### src/rtl/flag_branch_unit_if.sv
// rtl/flag_branch_unit_if.sv - execute-side flag inputs and decode-side branch handshake
interface flag_branch_unit_if;
  logic       ex_valid;
  logic [3:0] ex_opcode;
  logic [2:0] alu_flags;
  logic       stall;
  logic       br_valid;
  logic [2:0] br_cond;
  logic       br_ready;
  logic       br_done;
  logic       br_taken;
  logic [2:0] flags_q;

  modport master (
    output ex_valid, ex_opcode, alu_flags, stall, br_valid, br_cond,
    input  br_ready, br_done, br_taken, flags_q
  );

  modport slave (
    input  ex_valid, ex_opcode, alu_flags, stall, br_valid, br_cond,
    output br_ready, br_done, br_taken, flags_q
  );
endinterface

### src/rtl/flag_branch_unit.sv
// rtl/flag_branch_unit.sv - N/Z/V flag register with hazard-aware conditional branch resolution
module flag_branch_unit (
  input  logic              clk,
  input  logic              rst,
  flag_branch_unit_if.slave bus
);

  typedef enum logic {IDLE = 1'b0, HOLD = 1'b1} state_t;

  state_t     state, state_nxt;
  logic [2:0] flags;
  logic [2:0] wr_mask;
  logic       commit;
  logic       hazard;
  logic       ready;
  logic       accept;
  logic       cond_met;
  logic       done_q;
  logic       taken_q;

  // Mask bits follow {N,Z,V}; only arithmetic ops touch N and V.
  always_comb begin
    wr_mask = 3'b000;
    case (bus.ex_opcode)
      4'h0, 4'h1:               wr_mask = 3'b111;
      4'h3, 4'h4, 4'h5, 4'h6:   wr_mask = 3'b010;
      default:                  wr_mask = 3'b000;
    endcase
  end

  assign commit = bus.ex_valid & ~bus.stall;
  assign hazard = bus.ex_valid & (|wr_mask) & (bus.br_cond != 3'b111);

  always_comb begin
    cond_met = 1'b0;
    case (bus.br_cond)
      3'b000:  cond_met = ~flags[1];
      3'b001:  cond_met = flags[1];
      3'b010:  cond_met = ~flags[1] & ~flags[2];
      3'b011:  cond_met = flags[2];
      3'b100:  cond_met = flags[1] | (~flags[1] & ~flags[2]);
      3'b101:  cond_met = flags[2] | flags[1];
      3'b110:  cond_met = flags[0];
      default: cond_met = 1'b1;
    endcase
  end

  always_ff @(posedge clk or posedge rst) begin
    if (rst) state <= IDLE;
    else     state <= state_nxt;
  end

  // HOLD exits on any non-stalled cycle: either the write commits or it was squashed.
  always_comb begin
    state_nxt = state;
    case (state)
      IDLE:    if (bus.br_valid & hazard) state_nxt = HOLD;
      HOLD:    if (~bus.stall)            state_nxt = IDLE;
      default: state_nxt = IDLE;
    endcase
  end

  always_comb begin
    ready = 1'b0;
    if (state == IDLE) ready = ~hazard & ~rst;
  end

  assign accept = bus.br_valid & ready;

  always_ff @(posedge clk or posedge rst) begin
    if (rst) begin
      flags   <= 3'b000;
      done_q  <= 1'b0;
      taken_q <= 1'b0;
    end else begin
      if (commit) flags <= (flags & ~wr_mask) | (bus.alu_flags & wr_mask);
      done_q  <= accept;
      taken_q <= accept & cond_met;
    end
  end

  assign bus.br_ready = ready;
  assign bus.br_done  = done_q;
  assign bus.br_taken = taken_q;
  assign bus.flags_q  = flags;

endmodule
### src/flat_wrapper.sv
// flat-port wrapper written by rule: the top's interface ports become plain ports
module flag_branch_unit_flat 
  (clk, rst, bus_ex_valid, bus_ex_opcode, bus_alu_flags, bus_stall, bus_br_valid, bus_br_cond, bus_br_ready, bus_br_done, bus_br_taken, bus_flags_q);
  flag_branch_unit_if bus_i ();
  input  logic clk;
  input  logic rst;
  input wire logic [$bits(bus_i.ex_valid)-1:0] bus_ex_valid;
  input wire logic [$bits(bus_i.ex_opcode)-1:0] bus_ex_opcode;
  input wire logic [$bits(bus_i.alu_flags)-1:0] bus_alu_flags;
  input wire logic [$bits(bus_i.stall)-1:0] bus_stall;
  input wire logic [$bits(bus_i.br_valid)-1:0] bus_br_valid;
  input wire logic [$bits(bus_i.br_cond)-1:0] bus_br_cond;
  output wire logic [$bits(bus_i.br_ready)-1:0] bus_br_ready;
  output wire logic [$bits(bus_i.br_done)-1:0] bus_br_done;
  output wire logic [$bits(bus_i.br_taken)-1:0] bus_br_taken;
  output wire logic [$bits(bus_i.flags_q)-1:0] bus_flags_q;
  assign bus_i.ex_valid = bus_ex_valid;
  assign bus_i.ex_opcode = bus_ex_opcode;
  assign bus_i.alu_flags = bus_alu_flags;
  assign bus_i.stall = bus_stall;
  assign bus_i.br_valid = bus_br_valid;
  assign bus_i.br_cond = bus_br_cond;
  assign bus_br_ready = bus_i.br_ready;
  assign bus_br_done = bus_i.br_done;
  assign bus_br_taken = bus_i.br_taken;
  assign bus_flags_q = bus_i.flags_q;
  flag_branch_unit u_core (.clk(clk), .rst(rst), .bus(bus_i));
endmodule
### config.mk
export PLATFORM = sky130hd
export DESIGN_NAME = flag_branch_unit_flat
export DESIGN_NICKNAME = d
export VERILOG_FILES = /design/src/rtl/flag_branch_unit_if.sv /design/src/rtl/flag_branch_unit.sv /design/src/flat_wrapper.sv
export SDC_FILE = /design/constraint.sdc
export NUM_CORES = 1
export LEC_CHECK = 0
export CAP_MARGIN = 20
export CELL_PAD_IN_SITES_DETAIL_PLACEMENT = 1
export CELL_PAD_IN_SITES_GLOBAL_PLACEMENT = 2
export CORE_ASPECT_RATIO = 0.7
export CORE_MARGIN = 4
export CORE_UTILIZATION = 17
export DETAILED_ROUTE_END_ITERATION = 7
export PLACE_DENSITY = 0.68
export SYNTH_ARGS = -nofsm -noshare
export SYNTH_HDL_FRONTEND = slang
export SYNTH_SLANG_ARGS = --single-unit
export TNS_END_PERCENT = 20
### constraint.sdc
create_clock -name clk -period 1 [get_ports clk]
set_input_delay 0.2 -clock clk [delete_from_list [all_inputs] [get_ports clk]]
set_output_delay 0.2 -clock clk [all_outputs]
set_load 0.1 [all_outputs]
==> reports/metrics.yaml, run 1 <==
outcome:
  outcome: "complete, but fails checks"
  failed_checks: "setup timing"
floorplanning:
  die_area_um2: 2800
  rows: 13
  dieWidth_um: 61.6
  initial_core_util: 0.181
  die_height_um: 45.5
  num_io_pins: 21
  core_um2: 1890
run:
  cap_viol_max_count: 0
sta:
  finalSetupTns_ns: -1.01
  fin_crit_ns: 1.22
  fmax_mhz: 817
  setup_violations: 7
  setup_slack_ns: -0.224
  maxSlewViolCount: 0
  clock_skew_ns: 0.00230
  worst_pin_slew_ns: 0.294
  finalHoldViolCount: 0
  rsz0062_at_grt: "yes"
  finalCritPeriodShare: 1.22
  slew_headroom: 0.803
clocking:
  cts_tree: "built"
  clk_pin_slew_worst_paths_ns: 0.04
  clockBufferDepth: 2
  clock_latency_ns: 0.24
  clockRootBuffer: "clkbuf_4"
  cts-hold-fix-buffers: 0
  htreeDepth: 1
  cts_made_buffers: 3
  cts.sinks: 6
critical_path:
  start_kind: "flop"
  worstPathRequired_ns: 0.80
  path_max_fanout: 2
  cp.arrival_ns: 1.02
  end_kind: "output pin"
  worstPathCellList: "nor3_4, buf_12"
  cp_slowest_stage_delay_ns: 0.40
  critPathKind: "flop to output pin"
  cpMaxStageDelayCell: "dfrtp_1"
cells_and_area:
  drive_gt1_frac: 0.614
  fin_nets: 87
  insertedDiodeCount: 0
  fin_util: 0.426
  area_delta_synth_final_pct: 136
synthesis:
  syn_inst: 33
  ys_seq_elements: 6
  yosysTopAreaCell: "dfrtp_1"
  yosysUniqueCellTypes: 18
  yosys_most_used_dff: "dfrtp_1"
  synth-warning-count: 0
  synthTopCellsByCount: "dfrtp_1, nand2_1"
  synth_fp_nets: 48
  synth_edf_count: 0
  avgSynthCellArea_um2: 10.4
  synth_most_common_cell: "dfrtp_1"
  syn_area_um2: 342
  synth.area.top_cells: "dfrtp_1, mux2_4, nand2_1"
  yosysSeqAreaShare: 0.440
  async_flop_share: 1.00
  yosys.area.top_type_share: 0.440
placed_design:
  dpl.hpwl_um: 936
  io_buffers: 20
  place.gp.congestion: 0.712
  dp_slack_ns: -0.749
route:
  drt-pass1-iter-count: 2
  drtIter0Drc: 4
  post-route-drc-count: 0
  wl_um: 1070
  wl_per_cell_um: 11.7
  detail-route-antenna-nets: 0
  via_per_inst: 4.33
  via_count: 398
pwr:
  leakage_uw: 0.000372
  peakVddDrop_v: 0.00107
  power_density_nw_per_um2: 1620
global_routing:
  grt_start_max_net_pins: 7
  grt_usage: 0.0870
  grt_pass1_vias: 441
  overflow: 0
  antenna_found_initial: 0
  grt_pass1_wl_um: 1810
hold_path:
  hp-class: "input pin to asynchronous set/reset pin"
==> per-layer routing <==
layer / up-vias / GRT usage / wire, µm / share of wire
li1: 197 / - / - / -
met1: 187 / 0.113 / 496 / 0.46
met2: 14 / 0.138 / 507 / 0.47
met3: 0 / 0.0283 / 68 / 0.063
met4: 0 / 0.0254 / 0 / 0
met5: - / 0 / 0 / 0
==> logic make-up after synthesis <==
group	synth area share
DFF	0.440
and+or+nand+nor	0.231
buffers and inverters	0.0220
AOI/OAI and AO/OA	0.161
xor gates and xnor gates	0.0256
muxes	0.121
==> where the power goes <==
part	total [µW]	switching, µW	internal [µW]	leakage [µW]
clock	212	77.4	135	0.0000138
sequential	324	40.5	284	0.0000747
combinational	768	412	357	0.000283
==> worst max-delay path, delay by kind of cell, from the launching register on <==
kind | cells | cell delay, ns
flops | 1 | 0.40
buf+inv | 1 | 0.20
simple gates | 1 | 0.18
==> through the flow <==
stage                     cells  hold slack (ns)  total power, µW  cell area (µm²)
after floorplan              33         -0.00918              696              379
after global placement       87            0.521             1060              757
after detailed placement     87            0.526             1070              757
after CTS                    92           0.0562             1320              802
after global routing         92           0.0769             1370              805
final                        92           0.0572             1310              805
==> final cells by class <==
class | count | area, µm²
fillers | 216 | 1080
well taps | 22 | 27.5
flip-flops and latches | 6 | 153
multi-input cells | 25 | 234
inverters | 2 | 7.51
repair buffers | 34 | 360
clock buffers | 3 | 22.5
==> cells in the final DEF (no fill, tap or decap), types with 3 or more instances in the layout <==
master | Yosys | routed
buf_2 | 0 | 5
nand2_1 | 5 | 5
clkbuf_4 | 0 | 3
buf_4 | 0 | 9
buf_12 | 0 | 6
buf_6 | 0 | 8
dfrtp_1 | 6 | 4
clkdlybuf4s50_1 | 0 | 4
==> final timing paths <==
check | cells after the start | from | end | slack, ns
worst min-delay path | 2 | rst | u_core.state$_DFF_PP0_ | 0.06
min in group clk | 3 | bus_ex_opcode[2] | flop | 0.37
worst max register to register | 4 | flop | u_core.bus.br_taken$_DFF_PP0_ | -0.17
worst max-delay path | 2 | u_core.state$_DFF_PP0_ | bus_br_ready | -0.22
worst min register to register | 2 | flop | flop | 0.63
max in group asynchronous | 2 | rst | asynchronous set/reset pin | 0.73
==> timing repair <==
action,4_1_cts,5_1_grt
buffers inserted,2,0
resized for setup,45,1
endpoints found under the setup margin,12,9
pin swaps,5,0
Note: power is estimated with default switching activity, not from simulation.
==> run 2, diff against run 1 <==
- GPL_ROUTABILITY_DRIVEN: default -> 0
==> results of run 2 <==
Same layout as run 1: the final DEF is identical, and so are final timing and power.
==> run 3, diff against run 2 <==
- CORE_UTILIZATION: 17 -> 18
- GPL_ROUTABILITY_DRIVEN: 0 -> 1
- clock period: 1 -> 1.19 ns (I/O delays scaled with it)
==> run 3 against run 2 <==
Net effect: the flow finishes with violations (hold timing, setup timing); cell count fell by 5.4%; die area fell by 4.7%; worst setup slack improved by 0.11 ns; sequential power fell by 14%; via count fell by 1.5%; critical path type is now input pin to output pin; highest routed layer is now met4.
==> reports/metrics.yaml, run 3 (synthesized netlist as in run 1, its figures left out) <==
critical_path:
  cp.arrival_ns: 1.06  # was 1.02 ns
  critPathKind: "input pin to output pin"  # was flop to output pin
  end_kind: "output pin"  # unchanged
  worstPathRequired_ns: 0.95  # was 0.80 ns
  cp_slowest_stage_delay_ns: 0.24  # was 0.40 ns
  start_kind: "input pin"  # was flop
  path_buf_inv: 2  # was 1
  path_max_fanout: 2  # unchanged
  worstPathCellList: "buf_8, xnor2_4, a211oi_4, nor3_4, buf_12"  # was nor3_4, buf_12
  cpMaxStageDelayCell: "nor3_4"  # was dfrtp_1
  cp_top_family: "buffers and inverters"  # was flip-flops
sta:
  worst_pin_slew_ns: 0.261  # was 0.294 ns
  maxSlewViolCount: 0  # unchanged
  clock_skew_ns: 0.00235  # was 0.00230 ns
  finalSetupTns_ns: -0.142  # was -1.01 ns
  slew_headroom: 0.826  # was 0.803
  fmax_mhz: 768
  setup_violations: 4  # was 7
  rsz0062_at_grt: "yes"  # unchanged
  finalCritPeriodShare: 1.09
  setup_slack_ns: -0.112  # was -0.224 ns
  finalHoldViolCount: 6  # was 0
  hold_slack_ns: -0.00407  # was 0.0572 ns
  fin_crit_ns: 1.30
clocking:
  cts_made_buffers: 3  # unchanged
  clockRootBuffer: "clkbuf_4"  # unchanged
  htreeDepth: 1  # unchanged
  cts_tree: "built"  # unchanged
  cts.sinks: 6  # unchanged
  clk_pin_slew_worst_paths_ns: 0.05  # was 0.04 ns
  cts-hold-fix-buffers: 0  # unchanged
  clockBufferDepth: 2  # unchanged
  clock_latency_ns: 0.24  # about the same
route:
  drtIter0Drc: 3  # was 4
  via_per_inst: 4.51  # was 4.33
  via_count: 392  # was 398
  detail-route-antenna-nets: 0  # unchanged
  wl_um: 1250  # was 1070 µm
  drt-pass1-iter-count: 2  # unchanged
  post-route-drc-count: 0  # unchanged
  wl_per_cell_um: 14.3  # was 11.7 µm
cells_and_area:
  fin_cells: 87  # was 92
  fin_area_um2: 771  # was 805 µm²
  insertedDiodeCount: 0  # unchanged
  mostFrequentLayoutCells: "buf_4, buf_12, nand2_1, dfrtp_1, buf_2"  # was buf_4, buf_6, buf_12
  drive_gt1_frac: 0.591  # was 0.614
  final_common_cell: "buf_4"  # unchanged
  fin_nets: 83  # was 87
  area_delta_synth_final_pct: 126  # was 136%
floorplanning:
  die_height_um: 44.4  # was 45.5 µm
  dieWidth_um: 60.1  # was 61.6 µm
  initial_core_util: 0.203  # was 0.181
  core_um2: 1680  # was 1890 µm²
  rows: 12  # was 13
  num_io_pins: 21  # unchanged
  die_area_um2: 2670  # was 2800 µm²
global_routing:
  grt_start_max_net_pins: 7  # unchanged
  antenna_found_initial: 0  # unchanged
  grt_pass1_vias: 440  # was 441
  grt_usage: 0.113  # was 0.0870
  grt_pass1_wl_um: 2140  # was 1810 µm
  overflow: 0  # unchanged
placed_design:
  io_buffers: 20  # unchanged
  dp.cells: 81  # was 87
  place_area_um2: 692  # was 757 µm²
  dpl.hpwl_um: 1020  # was 936 µm
  place.gp.congestion: 0.717
  dp_slack_ns: -0.560  # was -0.749 ns
hold_path:
  hp-class: "input pin to asynchronous set/reset pin"  # unchanged
outcome:
  outcome: "complete, but fails checks"  # unchanged
  failed_checks: "hold timing, setup timing"  # was setup timing
run:
  cap_viol_max_count: 0  # unchanged
pwr:
  peakVddDrop_v: 0.00105  # was 0.00107 V
  leakage_uw: 0.000361  # was 0.000372 µW
  power_density_nw_per_um2: 1390  # was 1620 nW/µm²
==> run 3: cell count changes in the layout (fill, tap and decap cells not counted), sizes merged <==
cell | previous run | this run
dlygate4sd2 | 2 | 1
buf | 28 | 24
dlymetal6s2s | 0 | 1
==> run 3: final timing paths <==
| kind | end | start | cells past startpoint | slack, ns |
|---|---|---|---|---|
| min in group clk | flop | bus_ex_opcode[1] | 4 | 0.39 |
| max in group asynchronous | asynchronous set/reset pin | rst | 2 | 0.97 |
| min reg2reg | flop | flop | 1 | 0.64 |
| min | asynchronous set/reset pin | rst | 2 | -0.004 |
| max reg2reg | u_core.bus.br_taken$_DFF_PP0_ | flop | 4 | 0 |
| max | bus_br_ready | bus_ex_opcode[2] | 5 | -0.11 |
==> run 3: per-stage QoR <==
| stage | power, µW | util |
|---|---|---|
| after CTS | 1060 | 0.440 |
| final | 1070 | 0.458 |
| after floorplan | 574 | - |
| after global routing | 1110 | 0.458 |
| after global placement | 837 | 0.411 |
| after detailed placement | 845 | 0.411 |
==> run 3: cell type report <==
class | instances | area, µm²
fill | 192 | 911
timing repair buffer | 30 | 327
multi-input combinational | 25 | 236
sequential | 6 | 151
tap | 21 | 26.3
clock buffer | 3 | 22.5
inverter | 2 | 7.51
==> run 3: power by group <==
part	internal (µW)	total [µW]	switching [µW]
Sequential	236	279	43.0
Combinational	267	601	335
Clock	114	188	73.5
==> run 3: repair_timing <==
action / in CTS / in global routing
buffers inserted: 3 / 1
pin swaps: 5 / 3
hold endpoints to repair: 0 / 0
setup endpoints to repair: 8 / 6
resized for setup: 40 / 7
==> run 3: metal layers <==
layer | vias to the layer above | share of wire | track usage
met4 | 0 | 0.023 | 0.0664
met3 | 4 | 0.040 | 0.0204
met2 | 12 | 0.50 | 0.185
li1 | 188 | - | -
met1 | 188 | 0.44 | 0.136
met5 | - | 0 | 0
==> run 3: worst reg2reg max path, cell delays in order (launching register included) <==
cell and delay, ns:
dfrtp_2 0.43, mux2_2 0.28, nor2_2 0.08, o32ai_1 0.09
and3_1 0.19
